$ cat config.mk
export PLATFORM = sky130hd
export DESIGN_NAME = riscv_i32_fetch_data_queue_flat
export DESIGN_NICKNAME = d
export VERILOG_FILES = /design/src/rtl/riscv_i32_fetch_data_queue_pkg.sv /design/src/rtl/riscv_i32_fetch_data_queue_if.sv /design/src/rtl/riscv_i32_fetch_data_queue_storage.sv /design/src/rtl/riscv_i32_fetch_data_queue.sv /design/src/flat_wrapper.sv
export SDC_FILE = /design/constraint.sdc
export NUM_CORES = 1
export LEC_CHECK = 0
export BUFFER_PORTS_ARGS = -buffer_cell sky130_fd_sc_hd__buf_2
export CAP_MARGIN = 20
export CORE_AREA = 4 4 189 191
export DETAILED_ROUTE_END_ITERATION = 10
export DIE_AREA = 0 0 193 195
export PLACE_DENSITY_LB_ADDON = 0.08
export SYNTH_ARGS = -nofsm -noshare
export SYNTH_HDL_FRONTEND = slang
export SYNTH_SLANG_ARGS = --single-unit
$ cat constraint.sdc
create_clock -name clk -period 4.55 [get_ports clk]
set_input_delay 0.6825 -clock clk [delete_from_list [all_inputs] [get_ports clk]]
set_output_delay 0.6825 -clock clk [all_outputs]
set_load 0.02 [all_outputs]
$ cat src/rtl/riscv_i32_fetch_data_queue_pkg.sv
// Shared types and constants for the fetch-data queue: entry layout, debug ops, ebreak encoding.
package riscv_i32_fetch_data_queue_pkg;

  localparam logic [31:0] EBREAK = 32'h00100073;

  typedef enum logic [1:0] {
    DbgOpNone   = 2'd0,
    DbgOpHalt   = 2'd1,
    DbgOpStep   = 2'd2,
    DbgOpResume = 2'd3
  } dbg_op_e;

  typedef struct packed {
    logic [31:0] pc;
    logic [31:0] data;
    logic        error;
    logic        predicted_branch;
    logic [31:0] pc_if_mispredicted;
  } fd_entry_t;

  // Debug-ROM fetches away from the ROM base are replaced by ebreak.
  function automatic logic [31:0] rewrite_debug_fetch(input logic        debug_fetch,
                                                      input logic [31:0] pc,
                                                      input logic [31:0] data);
    return (debug_fetch && (pc[7:0] != 8'h00)) ? EBREAK : data;
  endfunction

endpackage

$ cat src/rtl/riscv_i32_fetch_data_queue_if.sv
// Fetch-response, debug-injection and decode-side signals of the fetch-data queue.
interface riscv_i32_fetch_data_queue_if
  import riscv_i32_fetch_data_queue_pkg::*;
#(
  parameter int unsigned TAG_W = 2
);
  logic             resp_valid;
  logic [31:0]      resp_data;
  logic             resp_error;
  logic [TAG_W-1:0] resp_tag;
  logic [31:0]      resp_pc;
  logic             resp_debug_fetch;
  logic             resp_predicted_branch;
  logic [31:0]      resp_pc_if_mispredicted;
  logic             flush;
  logic             dbg_valid;
  logic [31:0]      dbg_data;
  dbg_op_e          dbg_op;
  logic [15:0]      dbg_arg;
  logic             dec_ready;

  logic [TAG_W-1:0] epoch;
  logic             fetch_ready;
  logic             fd_valid;
  logic [31:0]      fd_pc;
  logic [31:0]      fd_data;
  logic             fd_error;
  logic             fd_predicted_branch;
  logic [31:0]      fd_pc_if_mispredicted;
  logic             fd_debug_valid;
  dbg_op_e          fd_debug_op;
  logic [15:0]      fd_debug_arg;
  logic             fd_flush;
  logic             overflow;

  modport master (
    output resp_valid, resp_data, resp_error, resp_tag, resp_pc, resp_debug_fetch,
           resp_predicted_branch, resp_pc_if_mispredicted, flush, dbg_valid, dbg_data,
           dbg_op, dbg_arg, dec_ready,
    input  epoch, fetch_ready, fd_valid, fd_pc, fd_data, fd_error, fd_predicted_branch,
           fd_pc_if_mispredicted, fd_debug_valid, fd_debug_op, fd_debug_arg, fd_flush, overflow
  );

  modport slave (
    input  resp_valid, resp_data, resp_error, resp_tag, resp_pc, resp_debug_fetch,
           resp_predicted_branch, resp_pc_if_mispredicted, flush, dbg_valid, dbg_data,
           dbg_op, dbg_arg, dec_ready,
    output epoch, fetch_ready, fd_valid, fd_pc, fd_data, fd_error, fd_predicted_branch,
           fd_pc_if_mispredicted, fd_debug_valid, fd_debug_op, fd_debug_arg, fd_flush, overflow
  );

endinterface

$ cat src/rtl/riscv_i32_fetch_data_queue_storage.sv
// DEPTH-entry register array holding fetch-data entries; one write port, one async read port.
module riscv_i32_fetch_data_queue_storage
  import riscv_i32_fetch_data_queue_pkg::*;
#(
  parameter int unsigned DEPTH = 4
) (
  input  logic                     clk,
  input  logic                     reset_n,
  input  logic                     i_we,
  input  logic [$clog2(DEPTH)-1:0] i_waddr,
  input  fd_entry_t                i_wdata,
  input  logic [$clog2(DEPTH)-1:0] i_raddr,
  output fd_entry_t                o_rdata
);

  fd_entry_t r_mem [DEPTH];

  always_ff @(posedge clk or negedge reset_n) begin
    if (!reset_n) begin
      for (int i = 0; i < int'(DEPTH); i++) begin
        r_mem[i] <= '0;
      end
    end else if (i_we) begin
      r_mem[i_waddr] <= i_wdata;
    end
  end

  assign o_rdata = r_mem[i_raddr];

endmodule

$ cat src/rtl/riscv_i32_fetch_data_queue.sv
// Fetch-data queue: buffers fetch responses for decode, drops stale-epoch responses after flushes,
// and overlays debug-injected instructions on the decode output.
module riscv_i32_fetch_data_queue
  import riscv_i32_fetch_data_queue_pkg::*;
#(
  parameter int unsigned DEPTH = 4,
  parameter int unsigned TAG_W = 2
) (
  input logic                         clk,
  input logic                         reset_n,
  riscv_i32_fetch_data_queue_if.slave bus
);

  localparam int unsigned PTR_W = $clog2(DEPTH);
  localparam int unsigned CNT_W = PTR_W + 1;
  localparam logic [CNT_W-1:0] FULL = CNT_W'(DEPTH);

  logic [PTR_W-1:0] r_rd_ptr;
  logic [PTR_W-1:0] r_wr_ptr;
  logic [CNT_W-1:0] r_count;
  logic [TAG_W-1:0] r_epoch;
  logic             r_overflow;

  logic      w_current;
  logic      w_empty;
  logic      w_not_full;
  logic      w_enq;
  logic      w_drop_full;
  logic      w_deq;
  fd_entry_t w_wdata;
  fd_entry_t w_rdata;
  fd_entry_t w_head;

  assign w_current   = bus.resp_valid && (bus.resp_tag == r_epoch) && !bus.flush;
  assign w_empty     = (r_count == '0);
  assign w_not_full  = (r_count != FULL);
  assign w_enq       = w_current && w_not_full;
  assign w_drop_full = w_current && !w_not_full;
  // Debug injection holds the queue head in place.
  assign w_deq       = !w_empty && bus.dec_ready && !bus.dbg_valid && !bus.flush;

  always_comb begin
    w_wdata                    = '0;
    w_wdata.pc                 = bus.resp_pc;
    w_wdata.data               = rewrite_debug_fetch(bus.resp_debug_fetch, bus.resp_pc,
                                                     bus.resp_data);
    w_wdata.error              = bus.resp_error;
    w_wdata.predicted_branch   = bus.resp_predicted_branch;
    w_wdata.pc_if_mispredicted = bus.resp_pc_if_mispredicted;
  end

  riscv_i32_fetch_data_queue_storage #(
    .DEPTH (DEPTH)
  ) u_storage (
    .clk     (clk),
    .reset_n (reset_n),
    .i_we    (w_enq),
    .i_waddr (r_wr_ptr),
    .i_wdata (w_wdata),
    .i_raddr (r_rd_ptr),
    .o_rdata (w_rdata)
  );

  always_ff @(posedge clk or negedge reset_n) begin
    if (!reset_n) begin
      r_rd_ptr   <= '0;
      r_wr_ptr   <= '0;
      r_count    <= '0;
      r_epoch    <= '0;
      r_overflow <= 1'b0;
    end else begin
      if (w_drop_full) begin
        r_overflow <= 1'b1;
      end
      if (bus.flush) begin
        r_count  <= '0;
        r_rd_ptr <= r_wr_ptr;
        r_epoch  <= r_epoch + TAG_W'(1);
      end else begin
        if (w_enq) begin
          r_wr_ptr <= r_wr_ptr + PTR_W'(1);
        end
        if (w_deq) begin
          r_rd_ptr <= r_rd_ptr + PTR_W'(1);
        end
        case ({w_enq, w_deq})
          2'b10:   r_count <= r_count + CNT_W'(1);
          2'b01:   r_count <= r_count - CNT_W'(1);
          default: r_count <= r_count;
        endcase
      end
    end
  end

  always_comb begin
    w_head = w_empty ? '0 : w_rdata;

    bus.fd_valid              = bus.dbg_valid || (!bus.flush && !w_empty);
    bus.fd_pc                 = w_head.pc;
    bus.fd_data               = bus.dbg_valid ? bus.dbg_data : w_head.data;
    bus.fd_error              = w_head.error;
    bus.fd_predicted_branch   = w_head.predicted_branch;
    bus.fd_pc_if_mispredicted = w_head.pc_if_mispredicted;
    bus.fd_debug_valid        = bus.dbg_valid;
    bus.fd_debug_op           = bus.dbg_valid ? bus.dbg_op : DbgOpNone;
    bus.fd_debug_arg          = bus.dbg_valid ? bus.dbg_arg : 16'h0000;
    bus.fd_flush              = bus.flush;
    bus.fetch_ready           = w_not_full;
    bus.epoch                 = r_epoch;
    bus.overflow              = r_overflow;
  end

endmodule
$ cat src/flat_wrapper.sv
// flat-port wrapper written by rule: the top's interface ports become plain ports
module riscv_i32_fetch_data_queue_flat import riscv_i32_fetch_data_queue_pkg::*;
#(
  parameter int unsigned DEPTH = 4,
  parameter int unsigned TAG_W = 2
)
  (clk, reset_n, bus_resp_valid, bus_resp_data, bus_resp_error, bus_resp_tag, bus_resp_pc, bus_resp_debug_fetch, bus_resp_predicted_branch, bus_resp_pc_if_mispredicted, bus_flush, bus_dbg_valid, bus_dbg_data, bus_dbg_op, bus_dbg_arg, bus_dec_ready, bus_epoch, bus_fetch_ready, bus_fd_valid, bus_fd_pc, bus_fd_data, bus_fd_error, bus_fd_predicted_branch, bus_fd_pc_if_mispredicted, bus_fd_debug_valid, bus_fd_debug_op, bus_fd_debug_arg, bus_fd_flush, bus_overflow);
  riscv_i32_fetch_data_queue_if #(.TAG_W(TAG_W)) bus_i ();
  input logic clk;
  input logic reset_n;
  input wire logic [$bits(bus_i.resp_valid)-1:0] bus_resp_valid;
  input wire logic [$bits(bus_i.resp_data)-1:0] bus_resp_data;
  input wire logic [$bits(bus_i.resp_error)-1:0] bus_resp_error;
  input wire logic [$bits(bus_i.resp_tag)-1:0] bus_resp_tag;
  input wire logic [$bits(bus_i.resp_pc)-1:0] bus_resp_pc;
  input wire logic [$bits(bus_i.resp_debug_fetch)-1:0] bus_resp_debug_fetch;
  input wire logic [$bits(bus_i.resp_predicted_branch)-1:0] bus_resp_predicted_branch;
  input wire logic [$bits(bus_i.resp_pc_if_mispredicted)-1:0] bus_resp_pc_if_mispredicted;
  input wire logic [$bits(bus_i.flush)-1:0] bus_flush;
  input wire logic [$bits(bus_i.dbg_valid)-1:0] bus_dbg_valid;
  input wire logic [$bits(bus_i.dbg_data)-1:0] bus_dbg_data;
  input wire logic [$bits(bus_i.dbg_op)-1:0] bus_dbg_op;
  input wire logic [$bits(bus_i.dbg_arg)-1:0] bus_dbg_arg;
  input wire logic [$bits(bus_i.dec_ready)-1:0] bus_dec_ready;
  output wire logic [$bits(bus_i.epoch)-1:0] bus_epoch;
  output wire logic [$bits(bus_i.fetch_ready)-1:0] bus_fetch_ready;
  output wire logic [$bits(bus_i.fd_valid)-1:0] bus_fd_valid;
  output wire logic [$bits(bus_i.fd_pc)-1:0] bus_fd_pc;
  output wire logic [$bits(bus_i.fd_data)-1:0] bus_fd_data;
  output wire logic [$bits(bus_i.fd_error)-1:0] bus_fd_error;
  output wire logic [$bits(bus_i.fd_predicted_branch)-1:0] bus_fd_predicted_branch;
  output wire logic [$bits(bus_i.fd_pc_if_mispredicted)-1:0] bus_fd_pc_if_mispredicted;
  output wire logic [$bits(bus_i.fd_debug_valid)-1:0] bus_fd_debug_valid;
  output wire logic [$bits(bus_i.fd_debug_op)-1:0] bus_fd_debug_op;
  output wire logic [$bits(bus_i.fd_debug_arg)-1:0] bus_fd_debug_arg;
  output wire logic [$bits(bus_i.fd_flush)-1:0] bus_fd_flush;
  output wire logic [$bits(bus_i.overflow)-1:0] bus_overflow;
  assign bus_i.resp_valid = bus_resp_valid;
  assign bus_i.resp_data = bus_resp_data;
  assign bus_i.resp_error = bus_resp_error;
  assign bus_i.resp_tag = bus_resp_tag;
  assign bus_i.resp_pc = bus_resp_pc;
  assign bus_i.resp_debug_fetch = bus_resp_debug_fetch;
  assign bus_i.resp_predicted_branch = bus_resp_predicted_branch;
  assign bus_i.resp_pc_if_mispredicted = bus_resp_pc_if_mispredicted;
  assign bus_i.flush = bus_flush;
  assign bus_i.dbg_valid = bus_dbg_valid;
  assign bus_i.dbg_data = bus_dbg_data;
  assign bus_i.dbg_op = bus_dbg_op;
  assign bus_i.dbg_arg = bus_dbg_arg;
  assign bus_i.dec_ready = bus_dec_ready;
  assign bus_epoch = bus_i.epoch;
  assign bus_fetch_ready = bus_i.fetch_ready;
  assign bus_fd_valid = bus_i.fd_valid;
  assign bus_fd_pc = bus_i.fd_pc;
  assign bus_fd_data = bus_i.fd_data;
  assign bus_fd_error = bus_i.fd_error;
  assign bus_fd_predicted_branch = bus_i.fd_predicted_branch;
  assign bus_fd_pc_if_mispredicted = bus_i.fd_pc_if_mispredicted;
  assign bus_fd_debug_valid = bus_i.fd_debug_valid;
  assign bus_fd_debug_op = bus_i.fd_debug_op;
  assign bus_fd_debug_arg = bus_i.fd_debug_arg;
  assign bus_fd_flush = bus_i.fd_flush;
  assign bus_overflow = bus_i.overflow;
  riscv_i32_fetch_data_queue #(.DEPTH(DEPTH), .TAG_W(TAG_W)) u_core (.clk(clk), .reset_n(reset_n), .bus(bus_i));
endmodule
==> flow_summary.yaml <==
floorplanning:
  fp.dieArea_mm2: 0.03764
  rows: 68
  core_area_mm2: 0.03412
  die_height_um: 195
  boundaryPins: 280
  die_w_um: 193
  start_util_pct: 58.93
grt:
  grt_pass1_wl_um: 69500
  antenna_found_initial: 9
  grt_pass1_vias: 12269
  overflow: 0
  grtUsageTotal_pct: 23.14
  grt_max_degree: 92
critical_path:
  crit_arrival_ns: 2.71
  r2r_slack_ns: 1.59
  worstSetupPathType: "flip-flop to primary output"
  cp_data_required_time_ns: 3.87
  cp-start-kind: "flip-flop"
  rr_worst_depth: 6
  rr_startpoint: "u_core.r_count[0]"
  worstSetupStartpoint: "u_core.r_count[0]"
  crit_path_max_fanout: 48
  end_kind: "primary output"
  cp-endpoint: "bus_fd_pc[31]"
  r2r-end: "u_core.r_count[1]"
layout:
  drive_above_1_share_pct: 53.97
  seq_area_mm2: 0.01007
  multiInputGateArea_mm2: 0.009364
  fin_cells: 1971
  final_cell_mix: "400 x dfrtp_1, 336 x mux2_4, 278 x buf_2"
  fill_cells: 2409
  final_common_cell: "dfrtp_1"
  nets: 1642
  area_growth_pct: 15.33
routing:
  routedWlPerCell_um: 22.25
  drc: 0
  wirelength_um: 43850
  final_antenna_net_count: 0
  drt_first_iter_violations: 611
  drt_first_pass_iters: 5
  avgViaCountPerCell: 5.713
  via_count: 11261
cts:
  htreeDepth: 2
  cts.sinks: 402
  cts_buffers: 44
  ctsResizeCount: 0
  clk_pin_slew_ns: 0.06
  root_buffer: "clkbuf_16"
  cts_tree: "yes"
  cts_hold_buf: 0
  postCtsSetupRepairBufs: 0
  clk_latency_ns: 0.53
  cts_buffer_depth: 3
synthesis:
  async_reset_ff_share_pct: 100.0
  yosys.cell_types.count: 48
  syn_inst: 1230
  yosys_most_used_dff: "dfrtp_1"
  syn_nets: 1392
  synth_area_per_cell_um2: 16.35
  synth_edf_count: 0
  ys_ff_latch: 402
  yosysSeqAreaShare_pct: 50.03
  synth.cell_area_mm2: 0.02011
  yosys_warnings: 0
timing:
  rsz0062_at_grt: "false"
  tightestPinTransition_ns: 1.000
  hold_violations: 0
  slew_viol_final: 0
  hold_ws_ns: 0.1671
  setup_viol: 0
  fin_tns_setup_ns: 0
  post-route-min-period_ns: 3.394
  fmax_mhz: 294.6
  fin_crit_sh_pct: 74.60
  skew_ns: 0.01436
  slew_headroom_pct: 33.30
pwr:
  powerDensity_mw_per_mm2: 627.2
  p_leak_nw: 11.00
  irDropWorstVdd_uv: 319.4
place:
  dp.cells: 1889
  port_buffers: 279
  dp_hpwl_um: 26760
  gp_congestion: 0.7626
outcome:
  status: "finished clean"
job:
  max_cap_violations: 0
min_path:
  hold_class: "input pin to asynchronous set/reset pin"
## synthesized netlist by cell type (2+ instances only)
library cell	n	area [um^2]
and2_1	114	713.2
buf_2	15	75.07
o21ai_0	2	10.01
nor3_1	2	10.01
buf_4	2	15.01
mux4_2	98	2207
o21ai_1	3	15.01
mux2_4	336	5045
nor2_1	7	26.28
dfrtp_1	402	10060
mux2_1	32	360.4
o211ai_1	2	15.01
nand2_1	6	22.52
nand3_1	4	20.02
a22o_1	32	280.3
xnor2_1	5	43.79
xor2_1	3	26.28
clkbuf_1	32	120.1
inv_1	5	18.77
a21oi_1	49	245.2
ha_1	4	50.05
buf_6	41	461.7
nor2b_1	2	12.51
nand2_2	4	25.02
buf_1	4	15.01
or4_1	2	15.01
## through the flow
stage	setup WS [ns]	area, um^2	power, mW	util (%)
6_report	1.156	23190	14.54	67.97
5_1_grt	1.020	23190	15.31	67.96
4_1_cts	1.123	23180	14.67	67.94
3_5_place_dp	1.446	21760	11.08	63.77
3_3_place_gp	1.499	21760	10.95	63.77
2_1_floorplan	1.669	20110	9.793	-
## routing by layer
layer	vias to the layer above	track usage, %	share of wire, %
met2	283	36.04	47
met3	59	3.843	5.0
met1	5905	34.83	47
met5	-	0	0.14
li1	5004	-	-
met4	10	5.062	1.8
## flip-flops by register name, indices dropped and copies added, names as in the netlist
register	cells
u_core.u_storage.r_mem	392
u_core.bus.overflow	1
u_core.r_wr_ptr	2
u_core.r_rd_ptr	2
u_core.r_count	3
u_core.bus.epoch	2
## final cells by class
| cell class | instances | share of cell area (%) |
|---|---|---|
| diodes | 4 | 0.04317 |
| repair buffers | 298 | 7.489 |
| inverters | 5 | 0.08094 |
| clock buffers | 65 | 5.612 |
| well taps | 455 | 2.455 |
| multi-input cells | 729 | 40.38 |
| clock inverters | 13 | 0.5234 |
| flip-flops and latches | 402 | 43.41 |
## worst min-delay path by stage
stage,cells past startpoint,to,slack (ns),start
after floorplan,0,u_core.bus.epoch[0],0.39,reset_n
after global placement,1,u_core.bus.overflow,0.46,u_core.bus.overflow
after detailed placement,1,u_core.bus.overflow,0.47,u_core.bus.overflow
after CTS,1,u_core.u_storage.r_mem[305],0.18,reset_n
after global routing,1,u_core.u_storage.r_mem[305],0.21,reset_n
final,1,u_core.u_storage.r_mem[305],0.17,reset_n
## where the power goes
part | switching, mW | internal (mW) | total, mW
clock | 1.41 | 2.09 | 3.50
sequential | 0.945 | 5.02 | 5.97
combinational | 1.91 | 3.17 | 5.08
## critical path, stage by stage, from the launching register on
cell,delay [ns]
dfrtp_1,0.49
or3_2,0.91
buf_4,0.39
and2_1,0.19
buf_2,0.16
## logic make-up after synthesis
group	share of synthesized area (%)
muxes	37.97
DFF	50.03
and+or+nand+nor	4.605
buffers and inverters	3.510
AOI/OAI and AO/OA	3.192
xor gates and xnor gates	0.3485
adders and majority gates	0.3485
No activity file was read; power rests on OpenSTA's default activity.
